--- config.mk ---
export PLATFORM = sky130hd
export DESIGN_NAME = fetch_sequencer
export DESIGN_NICKNAME = d
export VERILOG_FILES = /design/src/rtl/fetch_pkg.sv /design/src/rtl/branch_target_calc.sv /design/src/rtl/fetch_sequencer.sv
export SDC_FILE = /design/constraint.sdc
export NUM_CORES = 1
export LEC_CHECK = 0
export ABC_CLOCK_PERIOD_IN_PS = 2700
export CORE_AREA = 3 3 81 121
export CTS_CLUSTER_SIZE = 24
export DETAILED_ROUTE_END_ITERATION = 10
export DIE_AREA = 0 0 84 124
export PLACE_DENSITY = 0.75
export SLEW_MARGIN = 20
export SYNTH_ARGS = -nofsm -noshare
export SYNTH_HDL_FRONTEND = slang
export SYNTH_HIERARCHICAL = 1
export SYNTH_SLANG_ARGS = --single-unit
export TNS_END_PERCENT = 20
--- constraint.sdc ---
create_clock -name clk -period 2.7 [get_ports clk]
set_input_delay 0.54 -clock clk [delete_from_list [all_inputs] [get_ports clk]]
set_output_delay 0.54 -clock clk [all_outputs]
set_load 0.02 [all_outputs]
--- src/rtl/fetch_pkg.sv ---
// rtl/fetch_pkg.sv - shared types and defaults for the fetch stage
//
// Purpose: state encoding and width/address defaults used by the fetch
// sequencer and by any stage that shares the branch target calculator.
// Ports: none (package).

package fetch_pkg;

    // Sequencer states. REDIRECT is the one-cycle bubble that follows a taken
    // branch while the target address is presented to the ROM.
    typedef enum logic [1:0] {
        ST_IDLE     = 2'd0,
        ST_RUN      = 2'd1,
        ST_REDIRECT = 2'd2,
        ST_HALTED   = 2'd3
    } fetch_state_t;

    localparam int unsigned PC_W_DEF     = 16;
    localparam int unsigned RESET_PC_DEF = 0;
    localparam int unsigned CNT_W_DEF    = 16;

    // Width of one instruction word held in the ROM.
    localparam int unsigned INSTR_W = 9;

endpackage

--- src/rtl/branch_target_calc.sv ---
// rtl/branch_target_calc.sv - combinational branch target adder/subtractor
//
// Purpose: computes br_pc +/- br_offset modulo 2^PC_W. Shared by the fetch
// sequencer and the execute stage so both agree on the redirect address.
// Ports:
//   br_pc_i      branch instruction PC
//   br_offset_i  unsigned branch distance
//   br_sign_i    1 = forward (add), 0 = backward (subtract)
//   target_o     resulting fetch address

module branch_target_calc #(
    parameter int PC_W = 16
) (
    input  logic [PC_W-1:0] br_pc_i,
    input  logic [PC_W-1:0] br_offset_i,
    input  logic            br_sign_i,
    output logic [PC_W-1:0] target_o
);

    // Both arms truncate to PC_W, giving the required wraparound.
    always_comb begin
        if (br_sign_i) begin
            target_o = br_pc_i + br_offset_i;
        end else begin
            target_o = br_pc_i - br_offset_i;
        end
    end

endmodule

--- src/rtl/fetch_sequencer.sv ---
// rtl/fetch_sequencer.sv - program counter owner and fetch stage sequencer
//
// Purpose: launches execution on start, advances the PC on unstalled RUN
// cycles, redirects on taken branches through a one-cycle REDIRECT bubble
// with a flush pulse, and parks in HALTED on a decoded halt.
// Ports:
//   clk, rst_n        clock, asynchronous active-low reset
//   start             launch/restart pulse
//   stall             decode hazard stall, holds PC and fetch counter
//   halt_req          halt instruction decoded
//   br_valid/br_taken branch resolved / outcome
//   br_sign           1 = forward, 0 = backward
//   br_pc, br_offset  resolving branch PC and unsigned distance
//   pc                registered ROM fetch address
//   if_valid          pc is on the correct path (RUN only)
//   flush             one-cycle squash of IF/ID and ID/EX
//   running           state is RUN or REDIRECT
//   done              state is HALTED
//   fetch_count       saturating count of fetches since last launch

module fetch_sequencer
    import fetch_pkg::*;
#(
    parameter int              PC_W     = PC_W_DEF,
    parameter logic [PC_W-1:0] RESET_PC = PC_W'(RESET_PC_DEF),
    parameter int              CNT_W    = CNT_W_DEF
) (
    input  logic              clk,
    input  logic              rst_n,
    input  logic              start,
    input  logic              stall,
    input  logic              halt_req,
    input  logic              br_valid,
    input  logic              br_taken,
    input  logic              br_sign,
    input  logic [PC_W-1:0]   br_pc,
    input  logic [PC_W-1:0]   br_offset,
    output logic [PC_W-1:0]   pc,
    output logic              if_valid,
    output logic              flush,
    output logic              running,
    output logic              done,
    output logic [CNT_W-1:0]  fetch_count
);

    fetch_state_t     state_q, state_d;
    logic [PC_W-1:0]  pc_q, pc_d;
    logic [CNT_W-1:0] cnt_q, cnt_d;
    logic             if_valid_q, if_valid_d;
    logic             flush_q, flush_d;
    logic             running_q, running_d;
    logic             done_q, done_d;

    logic [PC_W-1:0]  br_target;
    logic             br_redirect;
    logic [CNT_W-1:0] cnt_inc;

    branch_target_calc #(
        .PC_W (PC_W)
    ) u_target (
        .br_pc_i     (br_pc),
        .br_offset_i (br_offset),
        .br_sign_i   (br_sign),
        .target_o    (br_target)
    );

    assign br_redirect = br_valid && br_taken;

    // Saturating increment: the counter sticks at all-ones.
    assign cnt_inc = (cnt_q == {CNT_W{1'b1}}) ? cnt_q : cnt_q + CNT_W'(1);

    always_comb begin
        state_d = state_q;
        pc_d    = pc_q;
        cnt_d   = cnt_q;
        flush_d = 1'b0;

        if (start) begin
            state_d = ST_RUN;
            pc_d    = RESET_PC;
            cnt_d   = '0;
            // Restarting an active pipeline must discard in-flight work;
            // launching from IDLE/HALTED has nothing to discard.
            flush_d = (state_q == ST_RUN) || (state_q == ST_REDIRECT);
        end else begin
            unique case (state_q)
                ST_RUN: begin
                    if (br_redirect) begin
                        // Stall and halt arrive from wrong-path instructions
                        // and are dropped in favour of the redirect.
                        state_d = ST_REDIRECT;
                        pc_d    = br_target;
                        flush_d = 1'b1;
                    end else begin
                        if (!stall) begin
                            cnt_d = cnt_inc;
                        end
                        if (halt_req) begin
                            state_d = ST_HALTED;
                        end else if (!stall) begin
                            pc_d = pc_q + PC_W'(1);
                        end
                    end
                end
                ST_REDIRECT: begin
                    if (br_redirect) begin
                        pc_d    = br_target;
                        flush_d = 1'b1;
                    end else begin
                        // Target is held so it is fetched with if_valid=1.
                        state_d = ST_RUN;
                    end
                end
                default: begin
                    // IDLE and HALTED respond only to start.
                end
            endcase
        end

        // Status outputs are registered from the next state so they line up
        // with the pc they qualify.
        if_valid_d = (state_d == ST_RUN);
        running_d  = (state_d == ST_RUN) || (state_d == ST_REDIRECT);
        done_d     = (state_d == ST_HALTED);
    end

    always_ff @(posedge clk or negedge rst_n) begin
        if (!rst_n) begin
            state_q    <= ST_IDLE;
            pc_q       <= RESET_PC;
            cnt_q      <= '0;
            if_valid_q <= 1'b0;
            flush_q    <= 1'b0;
            running_q  <= 1'b0;
            done_q     <= 1'b0;
        end else begin
            state_q    <= state_d;
            pc_q       <= pc_d;
            cnt_q      <= cnt_d;
            if_valid_q <= if_valid_d;
            flush_q    <= flush_d;
            running_q  <= running_d;
            done_q     <= done_d;
        end
    end

    assign pc          = pc_q;
    assign if_valid    = if_valid_q;
    assign flush       = flush_q;
    assign running     = running_q;
    assign done        = done_q;
    assign fetch_count = cnt_q;

endmodule

* After elaboration in Yosys (flattened, before gate mapping)
Index checks and enable logic that the tools add are counted.
Cells by class: $mul 0, mux-type cells 20, add/subtract/negate cells 4, order comparisons 0, reduce and logical (&&, ||, !) cells 8, shift operators 0, eq/ne operators 12, div/mod/pow operators 0, bitwise operators 0
Operators with widths (count):
- 2-to-1 mux 16 bit | 11
- adder 16 x 1 -> 16 bit, second input constant | 2
- case mux 16 bit (2 select lines) | 1
- adder 16 bit | 1
- == test 16 bit, second input constant | 1
- subtractor 16 bit | 1
- 2-to-1 mux 2 bit | 4
- != test 4 bit, second input constant | 2
- AND reduction 4 bit | 2
- == test 2 bit, second input constant | 3
- != test 2 bit, second input constant | 3
- == test 2 x 1 -> 1 bit, second input constant | 2
- case mux 2 bit (2 select lines) | 1
- 2-to-1 mux 1 bit | 3
- != test 3 bit, second input constant | 1
- nonzero test 3 bit | 1
- logical OR 1 bit | 2
- nonzero test 2 bit | 1
- OR reduction 2 bit | 1
- logical AND 1 bit | 1
Storage, ports and cells: bits in read-only memories 0, memories 0, latch bits 0, register bits after elaboration 38, input port bits 40, logic and storage cells 51, RAM bits 0, output and inout port bits 36

* Logic depth before layout (Yosys ltp)
Gate-level depths: netlist of run 1.
word-level depth 6, mapped depth 17, depth with buffers taken out 17

* Modules after synthesis
Netlist of run 1, hierarchy kept.
By module, submodules not included:
- fetch_sequencer | area an instance 2423.6 um^2, cells each 266, sequential area each 950.9 um^2, instances 1
- branch_target_calc | area an instance 1076.0 um^2, cells each 150, sequential area each 0.0 um^2, instances 1

* Worst setup path before layout of run 1
No wires, ideal clock.
path type input to register, from in br_offset[5], to reg pc_q[14] (netlist: pc[14]), stages 13, data arrival time 3.211 ns, path slack -0.632 ns, path buffers 0, library setup time 0.122 ns, data required time 2.578 ns, cell sequence or4_4 -> nor4b_4 -> nor2_1 -> xnor2_1 -> ha_1 -> a21oi_1 -> o21ai_0 -> a211oi_1 -> o21bai_1 -> a211oi_1 -> xnor2_1 -> a22o_1 -> a32o_1
On the way: longest elaborated chain between the ends 5, elaborated cells between the ends (all ways) 7, classes of those cells add/sub: 2; mux: 5
RTL lines:
- from (decl) | RTL line fetch_sequencer.sv:37 | input logic [PC_W-1:0] br_offset,
- subtractor 16 bit / adder 16 bit (equally long branches) | RTL line branch_target_calc.sv:25, branch_target_calc.sv:23
- 2-to-1 mux 16 bit (*) | RTL line branch_target_calc.sv:22 | if (br_sign_i) begin
- net br_target[14] | RTL line fetch_sequencer.sv:54 | logic [PC_W-1:0] br_target;
- 2-to-1 mux 16 bit (on tied branches) | RTL line fetch_sequencer.sv:106, fetch_sequencer.sv:88
- case mux 16 bit (2 select lines) (*) | RTL line fetch_sequencer.sv:86 | unique case (state_q)
- 2-to-1 mux 16 bit (*) | RTL line fetch_sequencer.sv:78 | if (start) begin
- to (signal assigned) | RTL line fetch_sequencer.sv:138 | pc_q <= pc_d;
- to (decl) | RTL line fetch_sequencer.sv:47 | logic [PC_W-1:0] pc_q, pc_d;
Mark *: on every way through the listed nets, which the timed path passes. The rest lies on a longest branch. The select of a mux whose other input is x is not followed. A chain may end at the register's enable or synchronous reset.

* Final worst setup path of run 1
from in br_offset[6], to reg pc_q[12] (netlist: pc[12])
Same word-level chain as after synthesis.

==> out/qor.csv, run 1 <==
stage,metric,value,unit
status,status,finished with violations,
status,violations,"DRC, setup timing",
cts,clk_pin_slew,0.06,ns
yosys,synthCells,416,
yosys,seq_area_frac_synth,0.272,
floorplanning,dieArea,10400,sq um
final_layout,multi_input_area,2580,sq um
pwr,powerDensity,552,nW/um^2
sta,slew_viol_final,0,
sta,fin_crit_sh,1.20,
drt,drt-vias-per-instance,5.57,
final_layout,layout-drive-gt1-share,0.259,
final_layout,syn2layout_area_growth,48.6,%
pwr,ir_drop,0.472,mV
final_layout,seqCellArea,951,sq um
final_layout,fin_util,0.586,
placed_design,dp_hpwl,7770,um
sta,period_needed,3.24,ns
yosys,synth_edf_count,0,
yosys,synth_async_sr_flop_share,1.00,
setup_path,reg2reg_from,state_q[1]$_DFF_PN0_,
global_routing,grt_pass1_vias,3773,
drt,routed_wl,10400,um
setup_path,worstSetupStartpointType,input port,
cts,cts.sinks,38,
floorplanning,initial_utilization,0.394,
yosys,synth_area,3500,sq um
sta,rsz0062_at_grt,yes,
cts,cts_tree,yes,
setup_path,arrival,3.41,ns
floorplanning,die_x,84,um
global_routing,grt_max_degree,39,
drt,dr.pass1.iters,7,
setup_path,rrSetupSlack,0.64,ns
cts,h-tree-depth,2,
yosys,ys_seq_elements,38,
worst_hold_path,min_path_type,input port to async pin,
final_layout,layout_common_cells,"buf_4 (71), clkdlybuf4s50_1 (65), nor2_1 (46), nand2_1 (40), dfrtp_1 (38)",
cts,clockBufferDepth,2,
floorplanning,rows,42,
setup_path,crit_type,input port to register,
sta,hold_violations,0,
setup_path,path_max_fanout,4,
setup_path,worstPathRequired,2.87,ns
final_layout,fillers,769,
drt,num_vias,3724,
pwr,p_total,2.87,mW
setup_path,r2r_cells,6,
final_layout,final_common_cell,buf_4,
yosys,yosys_warnings,6,
cts,holdBufCountCts,0,
sta,finalSetupViolCount,10,
global_routing,antenna_found_initial,0,
drt,avgRoutedWirePerCell,15.6,um
sta,skew,0.00535,ns
cts,numCtsBuffers,5,
pwr,p_leak,2.15,nW
drt,ant_nets,0,
floorplanning,boundaryPins,76,
run,cap_viol_max_count,0,
sta,relSlewSlack,0.400,
setup_path,worstReg2RegEnd,pc[11]$_DFFE_PN0P_,
yosys,synth.distinct_cells,69,
placed_design,portBuffers,75,
setup_path,end_kind,register,
final_layout,diodes,0,
placed_design,finalWeightedCongestion,0.848,
floorplanning,die_h,124,um
global_routing,grt_usage,0.200,
cts,clk_latency,0.27,ns
global_routing,grt_pass1_wl,17200,um
drt,drtIter0Drc,178,
sta,tightest_slew,0.899,ns
sta,fmax,308,MHz
yosys,ys.flop_type,dfrtp_1,
sta,setup_ws,-0.544,ns
yosys,syn_nets,482,
cts,cts-root-buf,clkbuf_16,
floorplanning,core,8880,sq um
drt,drc,1,
final_layout,nNetsFinal,624,
yosys,synth_area_per_cell,8.41,sq um
global_routing,grt.overflow.total,0,
==> registers in the layout, summed over array words and instances, names as in the netlist <==
register     flops
fetch_count     16
done             1
flush            1
running          1
state_q          2
pc              16
if_valid         1
==> synthesized netlist by cell type, types with 7 or more instances <==
master,number,area (sq um)
nand3_1,19,95.1
inv_1,18,67.6
nand2_1,42,158
xnor2_1,18,158
nor3_1,21,105
a21oi_1,27,135
clkbuf_1,7,26.3
o21ai_0,24,120
xor2_1,15,131
a31oi_1,7,43.8
dfrtp_1,38,951
ha_1,25,313
a211oi_1,12,90.1
nor2_1,47,176
==> per-layer routing <==
| layer | global-route usage | share of wire | vias to the layer above |
|---|---|---|---|
| li1 | - | - | 1809 |
| met1 | 0.204 | 0.36 | 1764 |
| met2 | 0.409 | 0.56 | 126 |
| met3 | 0.0298 | 0.051 | 25 |
| met4 | 0.0624 | 0.024 | 0 |
| met5 | 0 | 0 | - |
==> per-stage QoR <==
stage / setup WS (ns) / instance area [sq um] / TNS [ns] / hold WS, ns / std cells
5_1_grt: -0.731 / 5200 / -5.49 / 0.457 / 669
4_1_cts: -0.523 / 5170 / -3.40 / 0.424 / 669
3_5_place_dp: -1.29 / 4830 / -12.29 / 0.588 / 655
2_1_floorplan: -0.613 / 3510 / -3.12 / 0.244 / 416
6_report: -0.544 / 5200 / -3.47 / 0.394 / 669
3_3_place_gp: -1.15 / 4830 / -10.64 / 0.557 / 655
==> cell families after synthesis <==
kind of cell / after synthesis / synth area share
AO/OA/AOI/OAI: 118 / 0.240
XOR/XNOR: 34 / 0.0872
adder cells (fa/ha/maj): 26 / 0.0951
buffers and inverters: 32 / 0.0443
flip-flops: 38 / 0.272
multiplexers: 4 / 0.0139
AND/OR/NAND/NOR: 164 / 0.248
==> critical path, stage by stage <==
cell	delay [ns]
buf_2	0.11
or4_4	0.56
nor4_4	0.22
buf_4	0.16
a21oi_2	0.05
xor2_1	0.17
ha_1	0.37
and2_1	0.23
a2111oi_4	0.34
o21ai_1	0.12
xor2_1	0.15
nand2_1	0.08
o41ai_2	0.08
a32o_1	0.21
==> power by group <==
part | switching, mW | internal, mW
sequential | 0.145 | 0.676
combinational | 0.762 | 0.703
clock | 0.219 | 0.366
==> layout make-up <==
cell class	count	area share
multi-input combinational	346	0.497
timing repair buffer	149	0.252
sequential	38	0.183
clock buffer	7	0.0274
tap	110	0.0265
inverter	18	0.0130
clock inverter	1	0.000962
==> worst max path at each step <==
stage | startpoint | end | slack (ns) | cells past startpoint
after global routing | br_offset[5] | pc[14]$_DFFE_PN0P_ | -0.73 | 14
after global placement | br_offset[0] | pc[12]$_DFFE_PN0P_ | -1.15 | 14
final | br_offset[6] | pc[12]$_DFFE_PN0P_ | -0.54 | 14
after floorplan | br_offset[5] | pc[14]$_DFFE_PN0P_ | -0.61 | 13
after CTS | br_offset[4] | pc[14]$_DFFE_PN0P_ | -0.52 | 14
after detailed placement | br_offset[0] | pc[12]$_DFFE_PN0P_ | -1.29 | 14
==> repair_timing <==
action	4_1_cts	5_1_grt
gates resized for setup	69	6
endpoints found under the setup margin	13	11
buffers inserted	6	0
pin swaps	41	20
(Power assumes the default switching activity.)
==> run 2: changes to the inputs <==
--- a/config.mk
+++ b/config.mk
@@ -11,6 +11,7 @@
 export DETAILED_ROUTE_END_ITERATION = 10
 export DIE_AREA = 0 0 84 124
 export PLACE_DENSITY = 0.75
+export SKIP_LAST_GASP = 1
 export SLEW_MARGIN = 20
 export SYNTH_ARGS = -nofsm -noshare
 export SYNTH_HDL_FRONTEND = slang
==> run 2 against run 1 <==
The flow finishes with violations (setup timing). Via count shrank 1.1%. Clock-buffer cell count is the same. Fmax grew 0.55%. First-iteration DRC count grew 0.56%. Die area is the same. Cell area grew 0.55%. Critical path depth is the same. Critical endpoint unchanged.
==> out/qor.csv, run 2 (synthesis gave the netlist of run 1 again) <==
stage,metric,value,unit
setup_path,path_max_fanout,4,
setup_path,worstPathRequired,2.87,ns
drt,drtIter0Drc,179,
placed_design,dp_slack,-1.29,ns
setup_path,worstSetupStartpointType,input port,
drt,avgRoutedWirePerCell,15.1,um
pwr,ir_drop,0.472,mV
setup_path,cpLargestDelayFamily,simple AND/OR/NAND/NOR gates,
sta,hold_violations,0,
final_layout,final_common_cell,buf_4,
drt,drt-vias-per-instance,5.47,
pwr,p_sw_frac,0.390,
final_layout,fin_util,0.589,
floorplanning,boundaryPins,76,
drt,routed_wl,10200,um
setup_path,end_kind,register,
setup_path,arrival,3.39,ns
sta,whs,0.391,ns
sta,setup_ws,-0.527,ns
setup_path,worstReg2RegEnd,pc[11]$_DFFE_PN0P_,
sta,finalSetupViolCount,10,
pwr,powerDensity,549,nW/um^2
setup_path,cpPeakStageDelay,0.57,ns
sta,fin_setup_tns,-3.63,ns
sta,fmax,310,MHz
status,violations,setup timing,
sta,rsz0062_at_grt,yes,
cts,cts-root-buf,clkbuf_16,
floorplanning,die_x,84,um
drt,num_vias,3682,
global_routing,grt_pass1_vias,3712,
cts,holdBufCountCts,0,
drt,dr.pass1.iters,4,
pwr,p_seq_frac,0.286,
cts,clockBufferDepth,2,
cts,cts.sinks,38,
pwr,p_clk_frac,0.204,
setup_path,reg2reg_from,state_q[1]$_DFF_PN0_,
pwr,p_total,2.87,mW
sta,relSlewSlack,0.405,
setup_path,cpMostUsedCell,xor2_1,
global_routing,grt_usage,0.196,
cts,clk_latency,0.28,ns
pwr,power.internal,1.75,mW
global_routing,grt_pass1_wl,16900,um
setup_path,cp_slowest_cell,or4_4,
setup_path,rrSetupSlack,0.65,ns
placed_design,portBuffers,75,
sta,fin_crit_sh,1.20,
global_routing,antenna_found_initial,0,
sta,tightest_slew,0.893,ns
cts,numCtsBuffers,5,
cts,cts_tree,yes,
placed_design,placed_area,4830,sq um
sta,slew_viol_final,0,
run,cap_viol_max_count,0,
setup_path,crit_type,input port to register,
final_layout,nNetsFinal,628,
pwr,p_leak,2.17,nW
status,status,finished with violations,
placed_design,dp_hpwl,7770,um
sta,period_needed,3.23,ns
final_layout,final_cell_area,5230,sq um
final_layout,stdcell_count,673,
pwr,p_switching,1.12,mW
setup_path,critPathBufInv,2,
final_layout,syn2layout_area_growth,49.4,%
worst_hold_path,min_path_type,input port to async pin,
global_routing,grt.overflow.total,0,
setup_path,r2r_cells,6,
final_layout,diodes,0,
cts,h-tree-depth,2,
global_routing,grt_max_degree,39,
cts,clk_pin_slew,0.06,ns
setup_path,critical_path.cell_chain,"buf_6, or4_4, nor4_4, buf_4, a21oi_2, xor2_1, ha_1, and2_1, a2111oi_4, o21ai_1, xor2_1, nand2_1, o41ai_2, a32o_1",
placed_design,dp_cells,655,
placed_design,finalWeightedCongestion,0.848,
drt,drc,0,
floorplanning,dieArea,10400,sq um
drt,ant_nets,0,
floorplanning,die_h,124,um
pwr,p_comb_frac,0.510,
final_layout,layout-drive-gt1-share,0.263,
floorplanning,core,8880,sq um
floorplanning,rows,42,
final_layout,layout_common_cells,"buf_4 (75), clkdlybuf4s50_1 (65), nor2_1 (46), nand2_1 (41), dfrtp_1 (38)",
floorplanning,initial_utilization,0.394,
sta,skew,0.00516,ns
## run 2: changes by cell type in the layout (fill, tap and decap cells not counted), sizes merged
cell | before | now
buf | 79 | 83
## run 2: repair_timing
item | 4_1_cts | 5_1_grt
endpoints found under the setup margin | 13 | 11
pin swaps | 35 | 28
resized for setup | 60 | 12
gates cloned | 0 | 0
buffers inserted | 6 | 5
## run 2: layer usage
layer  up-vias  track usage  part of all wire
li1       1821            -                 -
met1      1748        0.203              0.38
met2       100        0.400              0.56
met3        13       0.0298             0.046
met4         0       0.0563             0.016
met5         -            0                 0
## run 2: cell type report
| type | count | area [sq um] |
|---|---|---|
| timing repair buffer | 153 | 1340 |
| sequential | 38 | 951 |
| tap | 110 | 138 |
| inverter | 18 | 67.6 |
| clock inverter | 1 | 5.00 |
| fill | 767 | 3650 |
| clock buffer | 7 | 143 |
| multi-input combinational | 346 | 2580 |
## run 2: worst max path at each step
stage	from	endpoint	depth (start not counted)
after floorplan	br_offset[5]	pc[14]$_DFFE_PN0P_	13
after global placement	br_offset[0]	pc[12]$_DFFE_PN0P_	14
after detailed placement	br_offset[0]	pc[12]$_DFFE_PN0P_	14
after CTS	br_offset[4]	pc[14]$_DFFE_PN0P_	14
after global routing	br_offset[0]	pc[15]$_DFFE_PN0P_	21
final	br_offset[5]	pc[12]$_DFFE_PN0P_	14
## run 2: power groups by stage
stage / combinational [mW] / sequential [mW] / clock (mW)
4_1_cts: 1.43 / 0.817 / 0.598
2_1_floorplan: 0.657 / 0.920 / 0
6_report: 1.46 / 0.821 / 0.586
3_3_place_gp: 1.32 / 0.820 / 0
3_5_place_dp: 1.36 / 0.824 / 0
5_1_grt: 1.60 / 0.838 / 0.626
